[src/rtl/ppc60x_master.sv]
// ppc60x_master: PowerPC 60x bus master. It turns one local request into a
// bus-request / address-tenure / data-tenure sequence. The sequence supports
// ARTRY retries, TEA aborts and a TA/TEA timeout.
// Optional feature: define PPC60X_BURST_EN to issue 4-beat bursts when
// req_size == 000. The burst read data is then exposed on rsp_burst.
module ppc60x_master #(
    parameter int RETRY_MAX  = 8,
    parameter int TA_TIMEOUT = 255
) (
    input  logic         CLK,
    input  logic         RST,
    input  logic         req_valid,
    output logic         req_ready,
    input  logic         req_write,
    input  logic [0:31]  req_addr,
    input  logic [0:2]   req_size,
    input  logic [0:31]  req_wdata,
    output logic         rsp_valid,
    output logic [0:31]  rsp_rdata,
    output logic         rsp_err,
`ifdef PPC60X_BURST_EN
    output logic [0:127] rsp_burst,
`endif
    output logic         BR0,
    input  logic         BG0,
    input  logic         DBG0,
    output logic         TS,
    output logic [0:31]  A,
    output logic [0:4]   TT,
    output logic [0:2]   TSIZ,
    output logic         TBST,
    input  logic         AACK,
    input  logic         ARTRY,
    input  logic         TA,
    input  logic         TEA,
    output logic [0:31]  DL_O,
    input  logic [0:31]  DL_I,
    output logic         DL_OE
);

    localparam int RTY_W = (RETRY_MAX  < 1) ? 1 : $clog2(RETRY_MAX + 1);
    localparam int TMO_W = (TA_TIMEOUT < 2) ? 1 : $clog2(TA_TIMEOUT + 1);

    localparam logic [0:4] TT_WRITE = 5'b00010;
    localparam logic [0:4] TT_READ  = 5'b01010;
`ifdef PPC60X_BURST_EN
    localparam logic [0:4] TT_WBURST = 5'b00110;
    localparam logic [0:4] TT_RBURST = 5'b01110;
`endif

    typedef enum logic [2:0] {
        IDLE, BREQ, ADDR, AWAIT, DREQ, DATA, RESP
    } state_t;

    state_t             state_q, state_d;
    logic               req_write_q, req_write_d;
    logic [0:31]        req_addr_q, req_addr_d;
    logic [0:2]         req_size_q, req_size_d;
    logic [0:31]        req_wdata_q, req_wdata_d;
    logic [RTY_W-1:0]   retry_cnt_q, retry_cnt_d;
    logic [TMO_W-1:0]   tmo_cnt_q, tmo_cnt_d;
    logic               br0_q, br0_d;
    logic               ts_q, ts_d;
    logic [0:31]        a_q, a_d;
    logic [0:4]         tt_q, tt_d;
    logic [0:2]         tsiz_q, tsiz_d;
    logic               tbst_q, tbst_d;
    logic [0:31]        dl_o_q, dl_o_d;
    logic               dl_oe_q, dl_oe_d;
    logic               rsp_valid_q, rsp_valid_d;
    logic [0:31]        rsp_rdata_q, rsp_rdata_d;
    logic               rsp_err_q, rsp_err_d;
    logic               req_ready_q, req_ready_d;
`ifdef PPC60X_BURST_EN
    logic               burst_q, burst_d;
    logic [1:0]         beat_cnt_q, beat_cnt_d;
    logic [0:127]       rsp_burst_q, rsp_burst_d;
`endif

    logic artry_hit;   // ARTRY seen in its window: retry or give up
    logic abort;       // transaction ends in RESP with rsp_err = 1
    logic capture;     // TA sampled on a data beat
    logic tmo_last;    // this is the final cycle the data tenure may wait

    assign tmo_last = (tmo_cnt_q == TMO_W'(TA_TIMEOUT - 1));

    // Next-state and next-output computation for the whole transaction flow.
    always_comb begin
        // NOTE: every _d defaults to its _q (or a fixed value) first, so no path through this block can infer a latch.
        state_d     = state_q;
        req_write_d = req_write_q;
        req_addr_d  = req_addr_q;
        req_size_d  = req_size_q;
        req_wdata_d = req_wdata_q;
        retry_cnt_d = retry_cnt_q;
        a_d         = a_q;
        tt_d        = tt_q;
        tsiz_d      = tsiz_q;
        tbst_d      = tbst_q;
        rsp_rdata_d = rsp_rdata_q;
        artry_hit   = 1'b0;
        abort       = 1'b0;
        capture     = 1'b0;
`ifdef PPC60X_BURST_EN
        burst_d     = burst_q;
        beat_cnt_d  = beat_cnt_q;
        rsp_burst_d = rsp_burst_q;
`endif

        unique case (state_q)
            IDLE: begin
                if (req_valid && req_ready_q) begin
                    req_write_d = req_write;
                    req_addr_d  = req_addr;
                    req_size_d  = req_size;
                    req_wdata_d = req_wdata;
                    retry_cnt_d = '0;
`ifdef PPC60X_BURST_EN
                    burst_d     = (req_size == 3'b000);
`endif
                    state_d     = BREQ;
                end
            end
            BREQ: begin
                if (!BG0) state_d = ADDR;
            end
            ADDR: begin
                state_d = AWAIT;
            end
            AWAIT: begin
                if (!ARTRY)     artry_hit = 1'b1;
                else if (!AACK) state_d   = DREQ;
            end
            DREQ: begin
                // The ARTRY window still covers the first cycle after AACK.
                if (!ARTRY && tmo_cnt_q == '0) artry_hit = 1'b1;
                else if (!DBG0)                state_d   = DATA;
                else if (tmo_last) begin
                    state_d = RESP;
                    abort   = 1'b1;
                end
            end
            DATA: begin
                if (!TEA) begin
                    state_d = RESP;
                    abort   = 1'b1;
                end else if (!TA) begin
                    capture = 1'b1;
`ifdef PPC60X_BURST_EN
                    if (burst_q && beat_cnt_q != 2'd3) beat_cnt_d = beat_cnt_q + 2'd1;
                    else                               state_d    = RESP;
`else
                    state_d = RESP;
`endif
                end else if (tmo_last) begin
                    state_d = RESP;
                    abort   = 1'b1;
                end
            end
            RESP: begin
                retry_cnt_d = '0;
                state_d     = IDLE;
            end
            default: state_d = IDLE;
        endcase

        if (artry_hit) begin
            if (retry_cnt_q == RTY_W'(RETRY_MAX)) begin
                state_d = RESP;
                abort   = 1'b1;
            end else begin
                retry_cnt_d = retry_cnt_q + RTY_W'(1);
                state_d     = BREQ;
            end
        end

        // Timeout counter only runs while the data tenure is outstanding.
        if ((state_q == DREQ || state_q == DATA) && (state_d == DREQ || state_d == DATA))
            tmo_cnt_d = tmo_cnt_q + TMO_W'(1);
        else
            tmo_cnt_d = '0;

        if (capture && !req_write_q) begin
            rsp_rdata_d = DL_I;
`ifdef PPC60X_BURST_EN
            rsp_burst_d[{beat_cnt_q, 5'd0} +: 32] = DL_I;
`endif
        end
`ifdef PPC60X_BURST_EN
        if (state_d != DATA) beat_cnt_d = '0;
`endif

        // Address-tenure pins: driven in ADDR, held through AWAIT, idle otherwise.
        if (state_d == ADDR) begin
            a_d    = req_addr_q;
            tsiz_d = req_size_q;
`ifdef PPC60X_BURST_EN
            tbst_d = !burst_q;
            if (burst_q) tt_d = req_write_q ? TT_WBURST : TT_RBURST;
            else         tt_d = req_write_q ? TT_WRITE  : TT_READ;
`else
            tbst_d = 1'b1;
            tt_d   = req_write_q ? TT_WRITE : TT_READ;
`endif
        end else if (state_d != AWAIT) begin
            a_d    = '0;
            tt_d   = '0;
            tsiz_d = '0;
            tbst_d = 1'b1;
        end

        br0_d       = (state_d != BREQ);
        ts_d        = (state_d != ADDR);
        dl_oe_d     = (state_d == DATA) && req_write_q;
        dl_o_d      = dl_oe_d ? req_wdata_q : '0;
        rsp_valid_d = (state_d == RESP);
        rsp_err_d   = (state_d == RESP) && abort;
        req_ready_d = (state_d == IDLE);
    end

    // State, latched request, counters and every bus/response output register.
    always_ff @(posedge CLK or posedge RST) begin
        if (RST) begin
            state_q     <= IDLE;
            req_write_q <= 1'b0;
            req_addr_q  <= '0;
            req_size_q  <= '0;
            req_wdata_q <= '0;
            retry_cnt_q <= '0;
            tmo_cnt_q   <= '0;
            br0_q       <= 1'b1;
            ts_q        <= 1'b1;
            a_q         <= '0;
            tt_q        <= '0;
            tsiz_q      <= '0;
            tbst_q      <= 1'b1;
            dl_o_q      <= '0;
            dl_oe_q     <= 1'b0;
            rsp_valid_q <= 1'b0;
            rsp_rdata_q <= '0;
            rsp_err_q   <= 1'b0;
            req_ready_q <= 1'b0;
`ifdef PPC60X_BURST_EN
            burst_q     <= 1'b0;
            beat_cnt_q  <= '0;
            rsp_burst_q <= '0;
`endif
        end else begin
            // NOTE: non-blocking assignments so every register samples the pre-edge value of every other.
            state_q     <= state_d;
            req_write_q <= req_write_d;
            req_addr_q  <= req_addr_d;
            req_size_q  <= req_size_d;
            req_wdata_q <= req_wdata_d;
            retry_cnt_q <= retry_cnt_d;
            tmo_cnt_q   <= tmo_cnt_d;
            br0_q       <= br0_d;
            ts_q        <= ts_d;
            a_q         <= a_d;
            tt_q        <= tt_d;
            tsiz_q      <= tsiz_d;
            tbst_q      <= tbst_d;
            dl_o_q      <= dl_o_d;
            dl_oe_q     <= dl_oe_d;
            rsp_valid_q <= rsp_valid_d;
            rsp_rdata_q <= rsp_rdata_d;
            rsp_err_q   <= rsp_err_d;
            req_ready_q <= req_ready_d;
`ifdef PPC60X_BURST_EN
            burst_q     <= burst_d;
            beat_cnt_q  <= beat_cnt_d;
            rsp_burst_q <= rsp_burst_d;
`endif
        end
    end

    assign req_ready = req_ready_q;
    assign rsp_valid = rsp_valid_q;
    assign rsp_rdata = rsp_rdata_q;
    assign rsp_err   = rsp_err_q;
    assign BR0       = br0_q;
    assign TS        = ts_q;
    assign A         = a_q;
    assign TT        = tt_q;
    assign TSIZ      = tsiz_q;
    assign TBST      = tbst_q;
    assign DL_O      = dl_o_q;
    assign DL_OE     = dl_oe_q;
`ifdef PPC60X_BURST_EN
    assign rsp_burst = rsp_burst_q;
`endif

endmodule

[config.mk]
export PLATFORM = sky130hd
export DESIGN_NAME = ppc60x_master
export DESIGN_NICKNAME = d
export VERILOG_FILES = /design/src/rtl/ppc60x_master.sv
export SDC_FILE = /design/constraint.sdc
export NUM_CORES = 1
export LEC_CHECK = 0
export ABC_CLOCK_PERIOD_IN_PS = 8250
export CAP_MARGIN = 20
export CORE_UTILIZATION = 35
export DETAILED_ROUTE_END_ITERATION = 16
export PLACE_DENSITY = 0.72
export SYNTH_ARGS = -nofsm -noshare
export SYNTH_HDL_FRONTEND = slang
export SYNTH_SLANG_ARGS = --single-unit
[constraint.sdc]
create_clock -name CLK -period 8.25 [get_ports CLK]
set_clock_uncertainty 0.05 [all_clocks]
set_input_delay 2.0625 -clock CLK [delete_from_list [all_inputs] [get_ports CLK]]
set_output_delay 2.0625 -clock CLK [all_outputs]
set_load 0.1 [all_outputs]
# Word level (Yosys, flattened, before mapping)
# Cells that the tools add are included.
# totals
ff_bits	194
inputBits	109
out_inout_bits	111
word_cells	92
# op_classes
addsub	2
eq_ne	15
muxes	41
n_reduce_logical	15
# op_table
operator	n
$mux 32	3
$mux 3	13
$eq 3x3->1 const B	6
$pmux 3 s6	1
$mux 4	4
$mux 1	14
$mux 5	2
$eq 3x2->1 const B	3
$add 8x1->8 const B	1
$eq 8x8->1 const B	1
$logic_not 8->1	1
$mux 8	1
$pmux 4 s2	1
$logic_and 1x1->1	6
$logic_not 3->1	2
$ne 3x2->1 const B	2
$add 4x1->4 const B	1
$eq 4x4->1 const B	1
$pmux 1 s2	2
$eq 3x1->1 const B	1
$ne 3x1->1 const B	1
$logic_not 1->1	2
$logic_or 1x1->1	2
$reduce_and 2->1	1
$reduce_bool 2->1	1

# Logic depth before layout (Yosys ltp)
# logic_depth
ltp_word	10
mapped_depth	9
depth_no_buf	7

# Least setup slack after synthesis
# No wires, ideal clock.
# synth_timing
path_type	input-to-reg
from	input DBG0
to	register dl_o_q (netlist bit DL_O[10])
setup_time_ns	0.069
t_arrival_ns	3.606
required_ns	8.131
setup_slack_ns	4.525
path_stages	7
path_buffers	2
path_cell_list	or3b_1 -> a21oi_2 -> nor4_4 -> or4_1 -> buf_2 -> buf_6 -> nor2_4
# synth_via
elab_chain_len	7
# synth_lines
element	line	text
from (decl)	26	input logic DBG0,
$mux 3	137	else if (!DBG0) state_d = DATA;
$mux 3	136	if (!ARTRY && tmo_cnt_q == '0) artry_hit = 1'b1;
$pmux 3 s6	110	unique case (state_q)
$mux 3	167	if (artry_hit) begin
$eq 3x3->1	214	dl_oe_d = (state_d == DATA) && req_write_q;
$logic_and 1x1->1	214	
$mux 32	215	dl_o_d = dl_oe_d ? req_wdata_q : '0;
net dl_o_d, one bit	68	logic [0:31] dl_o_q, dl_o_d;
to (signal assigned)	263	dl_o_q <= dl_o_d;
to (decl)	68	
# The timed path passes the listed nets, and every way through them passes these cells.
# A chain may end at the register's enable or synchronous reset.

# Worst setup path after layout
# layout_timing
from	register br0_q, in the netlist BR0
to	output BR0
# layout_rtl
element	line	text
from (decl)	62	logic br0_q, br0_d;
from (signal assigned)	257	br0_q <= br0_d;
to (decl)	24	output logic BR0,
# No word-level cell between the ends.

==> qor.csv <==
metric,value,unit
seq_power_share,0.342,
synthCells,531,
viasPerCell,4.72,
worstPathRequired,6140,ps
pwr-share-comb,0.456,
clk_latency,430,ps
crit_family,buffers and inverters,
rsz0062_at_grt,false,
core_area,0.0210,mm^2
p_int,2.27,mW
cap_violations,0,
worst_pin_slew,1080,ps
place_inst,997,
drt_iter0_drc,121,
routabilityCongestion,0.767,
power_density,396,mW/mm^2
die-area,0.0220,mm^2
fin_cells,1029,
critical_path.max_stage_delay,1160,ps
worstHoldPathType,reg2reg,
num_vias,4857,
critical_path_class,reg2out,
post_cts_buffers,0,
grt_pass1_wl,26700,um
cp_data_arrival_time,2110,ps
clock-sinks,190,
met3WireLength,1460,um
core.rowCount,53,
setup_violations,0,
setup_ws,4020,ps
port_buffers,215,
switching_share,0.453,
p_sw,1.88,mW
syn_area,0.00750,mm^2
clock_path_buffers,2,
max_freq,237,MHz
max_slew_margin,0.279,
fin_setup_tns,0,ps
numCtsBuffers,17,
htreeDepth,4,
drive_gt1_frac,0.223,
slew_viol_final,0,
pre_cts_ws,3650,ps
crit_path_top_delay_cell,clkdlybuf4s50_1,
finalPower,4.15,mW
final_core_util,0.498,
period_needed,4230,ps
highest_layer,met4,
synth_edf_count,0,
synthArstFlopShare,1.00,
path_max_fanout,1,
end_kind,output port,
ys.flop_type,dfrtp_1,
yosys_warnings,0,
wl_per_cell,16.2,um
drt-met1-wl,7350,um
initial_core_util,0.357,
yosysSeqAreaShare,0.634,
drt_pass1_iterations,4,
die_w,148,um
ios,220,
dp_hpwl,11000,um
period_share,0.512,
cts_root_buf,clkbuf_16,
area_growth,39.7,%
n_antenna_cell,0,
grt_util_all_layers,0.157,
peakVddDrop,0.000231,V
wl_met2,7710,um
holdBufCountCts,0,
final_nets,855,
clock_power_share,0.202,
ys_ff_latch,190,
p_leak,4.45,nW
synth_cell_type_count,50,
antenna_found_initial,0,
routed_wl,16700,um
start_kind,flip-flop,
crit_buf_inv,1,
grt_max_degree,137,
cts-resized-gates,0,
avgSynthCellArea,14.1,um^2
ant_nets,0,
crit_chain,clkdlybuf4s50_1,
hold_viol_final,0,
grt_pass1_vias,4959,
drc,0,
grt-ovfl-total,0,
clkSlewWorstSetupHoldPaths,70,ps
cts_tree,done,
die_height,148,um
status,"complete, no violations",
-- layout make-up --
type	instances	area, um^2
fill	1846	10500
sequential	190	4760
multi-input combinational	300	2520
timing repair buffer	221	2200
clock buffer	19	453
tap	275	344
clock inverter	13	150
inverter	11	48.8
-- placed cells by master (no fill, tap or decap), drive strengths merged, types with 2 or more instances in the layout --
master / instances
bufinv: 2
clkdlybuf4s50: 215
nand2: 45
clkbuf: 19
nor3: 3
nand2b: 2
a31oi: 3
nand3: 6
mux2: 99
a21o: 2
clkinvlp: 4
ha: 5
buf: 6
a21oi: 5
nand3b: 3
nor4: 3
xor2: 3
nor2b: 4
inv: 17
nor2: 47
conb: 4
dfstp: 2
a22o: 36
xnor2: 4
and3: 3
o21ai: 3
dfrtp: 188
nor4bb: 2
nand4: 2
-- power by group through the flow --
stage | logic (mW) | clock network, mW | registers (mW)
global placement | 1.89 | 0 | 1.42
detailed placement | 1.91 | 0 | 1.43
global route | 1.98 | 0.904 | 1.46
CTS | 1.91 | 0.868 | 1.42
floorplan | 0.607 | 0 | 2.27
finish | 1.89 | 0.840 | 1.42
-- routing by layer --
| layer | global-route usage | up-vias |
|---|---|---|
| li1 | - | 2260 |
| met1 | 0.201 | 2409 |
| met2 | 0.246 | 176 |
| met3 | 0.0589 | 12 |
| met4 | 0.0510 | 0 |
| met5 | 0 | - |
-- worst paths after layout --
| kind | from | end | slack (ps) | cells after the start |
|---|---|---|---|---|
| min | tmo_cnt_q[0] | tmo_cnt_q[0] | 430 | 1 |
| max reg2reg | state_q[2] | DL_O[1] | 5510 | 6 |
| min in group asynchronous | RST | A[29] | 2180 | 2 |
| min reg2reg | tmo_cnt_q[0] | tmo_cnt_q[0] | 430 | 1 |
| max | BR0 | BR0 | 4020 | 1 |
| max in group asynchronous | RST | DL_O[2] | 4640 | 3 |
-- cell usage after synthesis (4+ instances only) --
| library cell | count | share of area |
|---|---|---|
| dfrtp_1 | 188 | 0.63 |
| mux2_2 | 98 | 0.15 |
| nand2_1 | 45 | 0.023 |
| a22o_1 | 36 | 0.042 |
| nor2_1 | 27 | 0.014 |
| nor2_4 | 20 | 0.030 |
| clkbuf_1 | 14 | 0.0070 |
| inv_1 | 11 | 0.0055 |
| buf_4 | 6 | 0.0060 |
| buf_6 | 6 | 0.0090 |
| nand3_1 | 6 | 0.0040 |
| buf_2 | 5 | 0.0033 |
| ha_1 | 5 | 0.0083 |
| a21oi_1 | 4 | 0.0027 |
| nor2b_1 | 4 | 0.0033 |
| xnor2_1 | 4 | 0.0047 |
-- registers in the layout (all words and copies together), names as in the netlist --
signal,cells
state_q,3
TT,2
req_write_q,1
req_ready,1
TSIZ,3
BR0,1
tmo_cnt_q,8
req_addr_q,32
req_size_q,3
req_wdata_q,32
rsp_err,1
TS,1
DL_O,32
retry_cnt_q,4
DL_OE,1
rsp_rdata,32
A,32
rsp_valid,1
-- cell families (layout without fill, tap and decap cells) --
group | count (synthesis) | after routing | synth area share
multiplexers | 100 | 100 | 0.150
XOR/XNOR | 7 | 7 | 0.00818
flip-flops | 190 | 190 | 0.634
other | 2 | 4 | 0.00100
AND/OR/NAND/NOR | 126 | 126 | 0.103
adder cells (fa/ha/maj) | 5 | 5 | 0.00834
buffers and inverters | 43 | 264 | 0.0315
AO/OA/AOI/OAI | 58 | 58 | 0.0637
-- per-stage QoR --
stage / cell area [um^2] / hold WS (ps)
final: 10500 / 432
after global routing: 10500 / 449
after CTS: 10500 / 437
after detailed placement: 9870 / 429
after global placement: 9870 / 424
after floorplan: 7510 / 405
(Power assumes the default switching activity.)
